===== config.mk =====
export PLATFORM = sky130hd
export DESIGN_NAME = clock_enabler
export DESIGN_NICKNAME = d
export VERILOG_FILES = /design/src/rtl/clock_enabler.sv
export SDC_FILE = /design/constraint.sdc
export NUM_CORES = 1
export LEC_CHECK = 0
export ABC_AREA = 0
export CORE_MARGIN = 1
export CORE_UTILIZATION = 55
export CTS_BUF_LIST = sky130_fd_sc_hd__clkbuf_8
export CTS_CLUSTER_SIZE = 10
export DETAILED_ROUTE_END_ITERATION = 16
export PLACE_DENSITY = 0.83
export SETUP_SLACK_MARGIN = 0.5
export SYNTH_ARGS = -nofsm -noshare
export SYNTH_HDL_FRONTEND = slang
export SYNTH_SLANG_ARGS = --single-unit

===== constraint.sdc =====
create_clock -name clk -period 5.5 [get_ports clk]
set_input_delay 1.1 -clock clk [delete_from_list [all_inputs] [get_ports clk]]
set_output_delay 1.1 -clock clk [all_outputs]
set_load 0.02 [all_outputs]

===== src/rtl/clock_enabler.sv =====
// clock_enabler
//   Programmable clock-enable generator. While enabled, emits a one-cycle
//   strobe on `out` once every `period` clock cycles so downstream logic can
//   pace itself without leaving the single clock domain.
//
// Ports:
//   clk     in   system clock, rising-edge active
//   reset   in   synchronous, active-high reset
//   enable  in   high = count; low = freeze counter, suppress strobe
//   period  in   strobe period in cycles (unsigned); 0 disables strobing
//   out     out  registered one-cycle strobe
module clock_enabler #(
    parameter int unsigned PERIOD_BITS = 8
) (
    input  logic                   clk,
    input  logic                   reset,
    input  logic                   enable,
    input  logic [PERIOD_BITS-1:0] period,
    output logic                   out
);

    localparam logic [PERIOD_BITS-1:0] ONE = PERIOD_BITS'(1);

    logic [PERIOD_BITS-1:0] cnt_q, cnt_d;
    logic                   out_q, out_d;
    logic [PERIOD_BITS-1:0] terminal;

    // period - 1 is only consumed when period != 0, so its wrap at 0 is harmless.
    assign terminal = period - ONE;

    always_comb begin
        cnt_d = cnt_q;
        out_d = 1'b0;
        if (period == '0) begin
            cnt_d = '0;
        end else if (enable) begin
            // >= lets a period reduction below the current count wrap at once.
            if (cnt_q >= terminal) begin
                cnt_d = '0;
                out_d = 1'b1;
            end else begin
                cnt_d = cnt_q + ONE;
            end
        end
    end

    always_ff @(posedge clk) begin
        if (reset) begin
            cnt_q <= '0;
            out_q <= 1'b0;
        end else begin
            cnt_q <= cnt_d;
            out_q <= out_d;
        end
    end

    assign out = out_q;

endmodule


==> metrics, run 1 <==
status complete, no violations; WP buf/inv 1; most frequent cell after synthesis ha_1; Placer Congestion 0.702; adder-cell share of the synthesized area 18.6%; Slew Limit Headroom 69.1%; Root Buffer clkbuf_8; Placed Area 860 um^2; WL final 1610 um; EDFF count, synth 0; Top Usage Layer GRT met2; Least-Margin Pin Slew 0.463 ns; share of layout cells above drive strength 1 11.7%; clock sinks 9; final worst-path cycle share 58.9%; Power Density 199 mW/mm^2; number of global-route vias before repair 608; slowest stage delay, CP 0.51 ns; post-synthesis cell type count 26; Async SR Flop Fraction 0%; Yosys reg bits 9; design area 905 um^2; M2 GR Usage 43.8%; Clock Skew 0.00247 ns; Worst-path clk slew 0.05 ns; global routing usage on met1 29.2%; Layout area overhead 22.3%; CTS hold repair buffers 0; # diodes 0; core region area 0.00117 mm^2; end-of-flow core utilization 77.2%; Nets 117; CTS H-tree lvls 1; Ys Warns 0; CTS tree built; ranking of synthesized cells by area dfxtp_1 (24%), ha_1 (19%), xnor2_1 (11%); Routed WL per cell 14.9 um; first-pass GRT wire length 2570 um; Max Clk Rate 309 MHz; DR iter-0 viols 22; Peak supply drop 0.218 mV; Synth area leader dfxtp_1; Die H 38.7 um; met3 GRT Util 9.25%; Post-Synth XOR/XNOR Area 15.4%; WP data arrival 3.34 ns; Crit Path Category in -> reg; Leak 0.358 nW; I/O pin count 12; DR vias 623; clock latency on the worst-skew pair 0.24 ns; number of buffers created by CTS 3; remaining antenna violation count 0; final slew viol count 0; Max-cap violations 0; largest family of logic cells by synthesized area simple AND/OR/NAND/NOR gates; Starting Density 63.1%; Mapped Cells 80; via density per instance 5.77; final setup fails 0; Req. time, crit path 5.60 ns; post-CTS sizing 0; IO Port Bufs 11; first drt pass iteration count 5; GRT Util Overall 26.0%; fin crit period 3.24 ns; Primary FF master, synth dfxtp_1; mux share of post-synthesis cell area 1.35%; sum of negative setup slack 0 ns; maximum fanout along the worst path 9; Remaining Overflow, GRT 0; postcts setup bufs 0; final hold viol count 0; Yosys top cell area share 24.4%; largest net degree at the start of global routing 10; Largest delay share family, worst path simple AND/OR/NAND/NOR gates; FP Rows 12; CP Capture Type flip-flop; Fillers 94; crit-path cells clkdlybuf4s50_1 -> nor4_2 -> nand2_1 -> xor2_1 -> ha_1 -> nand3_2 -> o31ai_4 -> nor2_1; flop-to-flop setup slack 3.80 ns; Mean Syn Cell Area 9.24 um^2; die area 0.00149 mm^2; Netlist Area Pre-Place 739 um^2; Die Wd 38.7 um; post-synthesis sequential area ratio 24.4%; CP max stage cell o31ai_4; fraction of the mapped netlist area in simple logic gates 25.5%; worst hold-check path type reg -> reg; DRC 0; Synth Net Count 102; CTS Buffer Depth 2; compound-gate portion of the synthesized area 12.2%; initial antenna violation count 0; RSZ-0062 raised after global routing false; Post-synth top cells ha_1 (11), nand2_1 (10), dfxtp_1 (9), xnor2_1 (9), nor2_1 (8); critical path launch point type primary input; Final HPWL DP 1200 um
metal layers:
metal | up-vias | share of wire, %
li1 | 309 | -
met1 | 289 | 45
met2 | 21 | 48
met3 | 4 | 5.8
met4 | 0 | 1.4
met5 | - | 0
worst paths after layout:
path	to	depth (start not counted)	startpoint
worst max-delay path	cnt_q[0]$_SDFFE_PP0P_	8	period[4]
worst min register to register	cnt_q[7]$_SDFFE_PP0P_	2	cnt_q[7]$_SDFFE_PP0P_
worst max register to register	cnt_q[0]$_SDFFE_PP0P_	6	cnt_q[0]$_SDFFE_PP0P_
worst min-delay path	cnt_q[7]$_SDFFE_PP0P_	2	cnt_q[7]$_SDFFE_PP0P_
where the power goes:
group	internal, W	switching (W)	leakage, nW	total [W]
sequential	0.0000671	0.00000266	0.0729	0.0000698
clock	0.0000487	0.0000273	0.0269	0.0000759
combinational	0.0000174	0.0000169	0.258	0.0000343
total	0.000133	0.0000468	0.358	0.000180
per-stage QoR:
stage | hold WS [ns] | std cells | total power (W) | setup WS (ns)
3_5_place_dp | 0.542 | 104 | 0.000105 | 2.06
4_1_cts | 0.556 | 108 | 0.000179 | 2.27
2_1_floorplan | 0.525 | 80 | 0.0000906 | 2.78
5_1_grt | 0.575 | 108 | 0.000187 | 2.13
3_3_place_gp | 0.548 | 104 | 0.000103 | 2.07
6_report | 0.555 | 108 | 0.000180 | 2.26
layout make-up:
cell class / count / area, um^2 / area share [%]
clock inverter: 1 / 3.75 / 0.415
tap: 14 / 17.5 / 1.94
inverter: 3 / 11.3 / 1.24
timing repair buffer: 11 / 110 / 12.2
multi-input combinational: 67 / 541 / 59.8
sequential: 9 / 180 / 19.9
clock buffer: 3 / 41.3 / 4.56
cells in the final DEF, fill, tap and decap left out:
master	count
o31ai_4	1
dfxtp_1	9
a31oi_2	2
a21o_1	1
nor3_1	2
inv_1	4
nor3_2	1
nand2b_1	1
nand2_1	10
a2bb2oi_2	1
nand4_1	2
ha_1	11
o211ai_1	1
xnor2_1	9
a21oi_1	1
nor4_2	1
nor2_1	8
nand3_1	1
a211o_1	1
nor4b_1	1
xor2_1	4
and2_1	1
mux2i_1	1
clkbuf_8	3
nor3b_1	4
nand3_2	2
clkdlybuf4s50_1	11
worst reg2reg max path, cell delays in order (launching register included):
cell and delay [ns]:
dfxtp_1 0.43, inv_1 0.07, ha_1 0.26, nand2b_1 0.11, a31oi_2 0.12, o31ai_4 0.46, nor2_1 0.12
flip-flops by register name, summed over array words and instances, names as in the netlist:
name,count
cnt_q,8
out,1
cells by family after synthesis:
family,after synthesis
XOR/XNOR,13
buffers and inverters,4
flip-flops,9
AO/OA/AOI/OAI,8
multiplexers,1
AND/OR/NAND/NOR,34
adder cells (fa/ha/maj),11
(Power assumes the default switching activity.)
==> inputs of run 2 (changes only) <==
CORE_UTILIZATION = 54   (was 55)
PLACE_DENSITY = 0.82   (was 0.83)
clock period = 3.3 ns   (was 5.5 ns; I/O delays follow)
==> metrics, run 2 (synthesis gave the netlist of run 1 again) <==
number of global-route vias before repair 519 (-15%); Nets 118 (+0.85%); crit-path cells clkdlybuf4s50_1 -> inv_1 -> ha_1 -> xnor2_1 -> ha_1 -> a211o_1 -> a31oi_4 -> o31ai_4 -> nor3b_1; Leak 0.380 nW (+6.1%); DR iter-0 viols 23 (+4.5%); I/O pin count 12 (unchanged); Placement Setup Slack 0.292 ns (-1.77 ns); Placed Cells incl. Taps 104 (unchanged); Largest delay share family, worst path buffers and inverters; IO Port Bufs 11 (unchanged); final hold viol count 0 (unchanged); Fillers 83 (-12%); die area 0.00152 mm^2 (+1.8%); Slew Limit Headroom 70.3% (+1.1 points); status complete, no violations; worst hold-check path type reg -> reg; CTS H-tree lvls 1 (unchanged); FP Rows 12 (unchanged); number of buffers created by CTS 3 (unchanged); Worst-path clk slew 0.04 ns (about the same); Req. time, crit path 3.45 ns (-2.15 ns); DR vias 630 (+1.1%); maximum fanout along the worst path 5 (-4); Die H 39.0 um (+0.88%); clock sinks 9 (unchanged); DRC 0 (unchanged); remaining antenna violation count 0 (unchanged); WP buf/inv 2 (+1); CP max stage cell clkdlybuf4s50_1; first drt pass iteration count 4 (-1); largest net degree at the start of global routing 10 (unchanged); worst r2r src cnt_q[2]$_SDFFE_PP0P_; core region area 0.00119 mm^2 (+1.3%); Die Wd 39.0 um (+0.88%); Max Clk Rate 368 MHz; share of layout cells above drive strength 1 14.7% (+3.0 points); Placed Area 860 um^2 (unchanged); WP data arrival 2.87 ns (-0.47 ns); flip-flop count of the largest register after layout 8 (unchanged); via density per instance 5.78 (+0.20%); Most common cell on crit path ha_1; final setup fails 0 (unchanged); GRT Util Overall 23.4% (-2.7 points); WL final 1610 um (+0.12%); Least-Margin Pin Slew 0.444 ns (-0.0185 ns); Final HPWL DP 1150 um (-4.5%); CP Capture Type flip-flop; CTS hold repair buffers 0 (unchanged); most common cell after layout, fill and taps aside ha_1; design area 958 um^2 (+5.9%); Top Usage Layer GRT met2; slowest stage delay, CP 0.57 ns (+0.06 ns); Layout area overhead 29.6%; first-pass GRT wire length 2250 um (-13%); Peak supply drop 0.334 mV (+53%); initial antenna violation count 0 (unchanged); Power Density 317 mW/mm^2 (+59%); met3 GRT Util 10.4% (+1.2 points); final worst-path cycle share 82.4%; Crit Path Category in -> reg; Non-Filler Instances 109 (+0.93%); global routing usage on met1 28.7% (-0.45 points); Placer Congestion 0.725 (+3.2%); RSZ-0062 raised after global routing false; Max-cap violations 0 (unchanged); Routed WL per cell 14.8 um (-0.79%); fin crit period 2.72 ns; Remaining Overflow, GRT 0 (unchanged); commonest non-fill, non-tap cells in the layout ha_1 (11), nand2_1 (10), clkdlybuf4s50_1 (10); CTS Buffer Depth 2 (unchanged); M2 GR Usage 35.8% (-7.9 points); register with the most flip-flops cnt_q; final slew viol count 0 (unchanged); CTS tree built; worst hold start cnt_q[7]$_SDFFE_PP0P_; Starting Density 62.3% (-0.80 points); crit path from period[1]; sum of negative setup slack 0 ns (unchanged); Clock Skew 0.000917 ns (-0.00155 ns); end-of-flow core utilization 80.8% (+3.6 points); Root Buffer clkbuf_8; worst setup slack after layout 0.580 ns (-1.68 ns); critical path launch point type primary input; # diodes 0 (unchanged); clock latency on the worst-skew pair 0.23 ns (about the same)
run 2: timing repair:
action                                  CTS  global route
hold endpoints to repair                  0             0
gates resized for setup                   0             6
buffers inserted                          0             0
endpoints found under the setup margin    0             9
run 2: stage by stage:
stage          power (W)  hold WS, ns
6_report        0.000303        0.556
5_1_grt         0.000322        0.601
4_1_cts         0.000299        0.564
3_5_place_dp    0.000173        0.557
3_3_place_gp    0.000171        0.547
2_1_floorplan   0.000151        0.525
run 2: worst reg2reg max path: cells and delay by family (launching register included):
kind,cells,cell delay [ns]
flip-flops,1,0.45
adder cells (fa/ha/maj),1,0.32
AO/OA/AOI/OAI,3,0.65
AND/OR/NAND/NOR,1,0.21
run 2: power breakdown:
part	switching (W)	total, W	internal, W
clock	0.0000415	0.000122	0.0000808
combinational	0.0000332	0.0000650	0.0000318
sequential	0.00000410	0.000116	0.000112
total	0.0000788	0.000303	0.000225
run 2: final timing paths:
kind / slack [ns] / end / depth (start not counted)
min: 0.56 / cnt_q[7]$_SDFFE_PP0P_ / 2
max: 0.58 / cnt_q[6]$_SDFFE_PP0P_ / 9
max reg2reg: 1.60 / cnt_q[6]$_SDFFE_PP0P_ / 5
min reg2reg: 0.56 / cnt_q[7]$_SDFFE_PP0P_ / 2
run 2: area by class of cell:
cell class / instances / area [um^2] / share of cell area, %
timing repair buffer: 11 / 113 / 11.7
clock inverter: 1 / 3.75 / 0.392
multi-input combinational: 68 / 592 / 61.7
clock buffer: 3 / 41.3 / 4.31
sequential: 9 / 180 / 18.8
inverter: 3 / 11.3 / 1.17
tap: 14 / 17.5 / 1.83
run 2: layer usage:
layer  vias up  part of all wire [%]
met1       294                    46
met3         2                   4.2
met4         0                  0.50
met2        16                    49
li1        318                     -
met5         -                     0
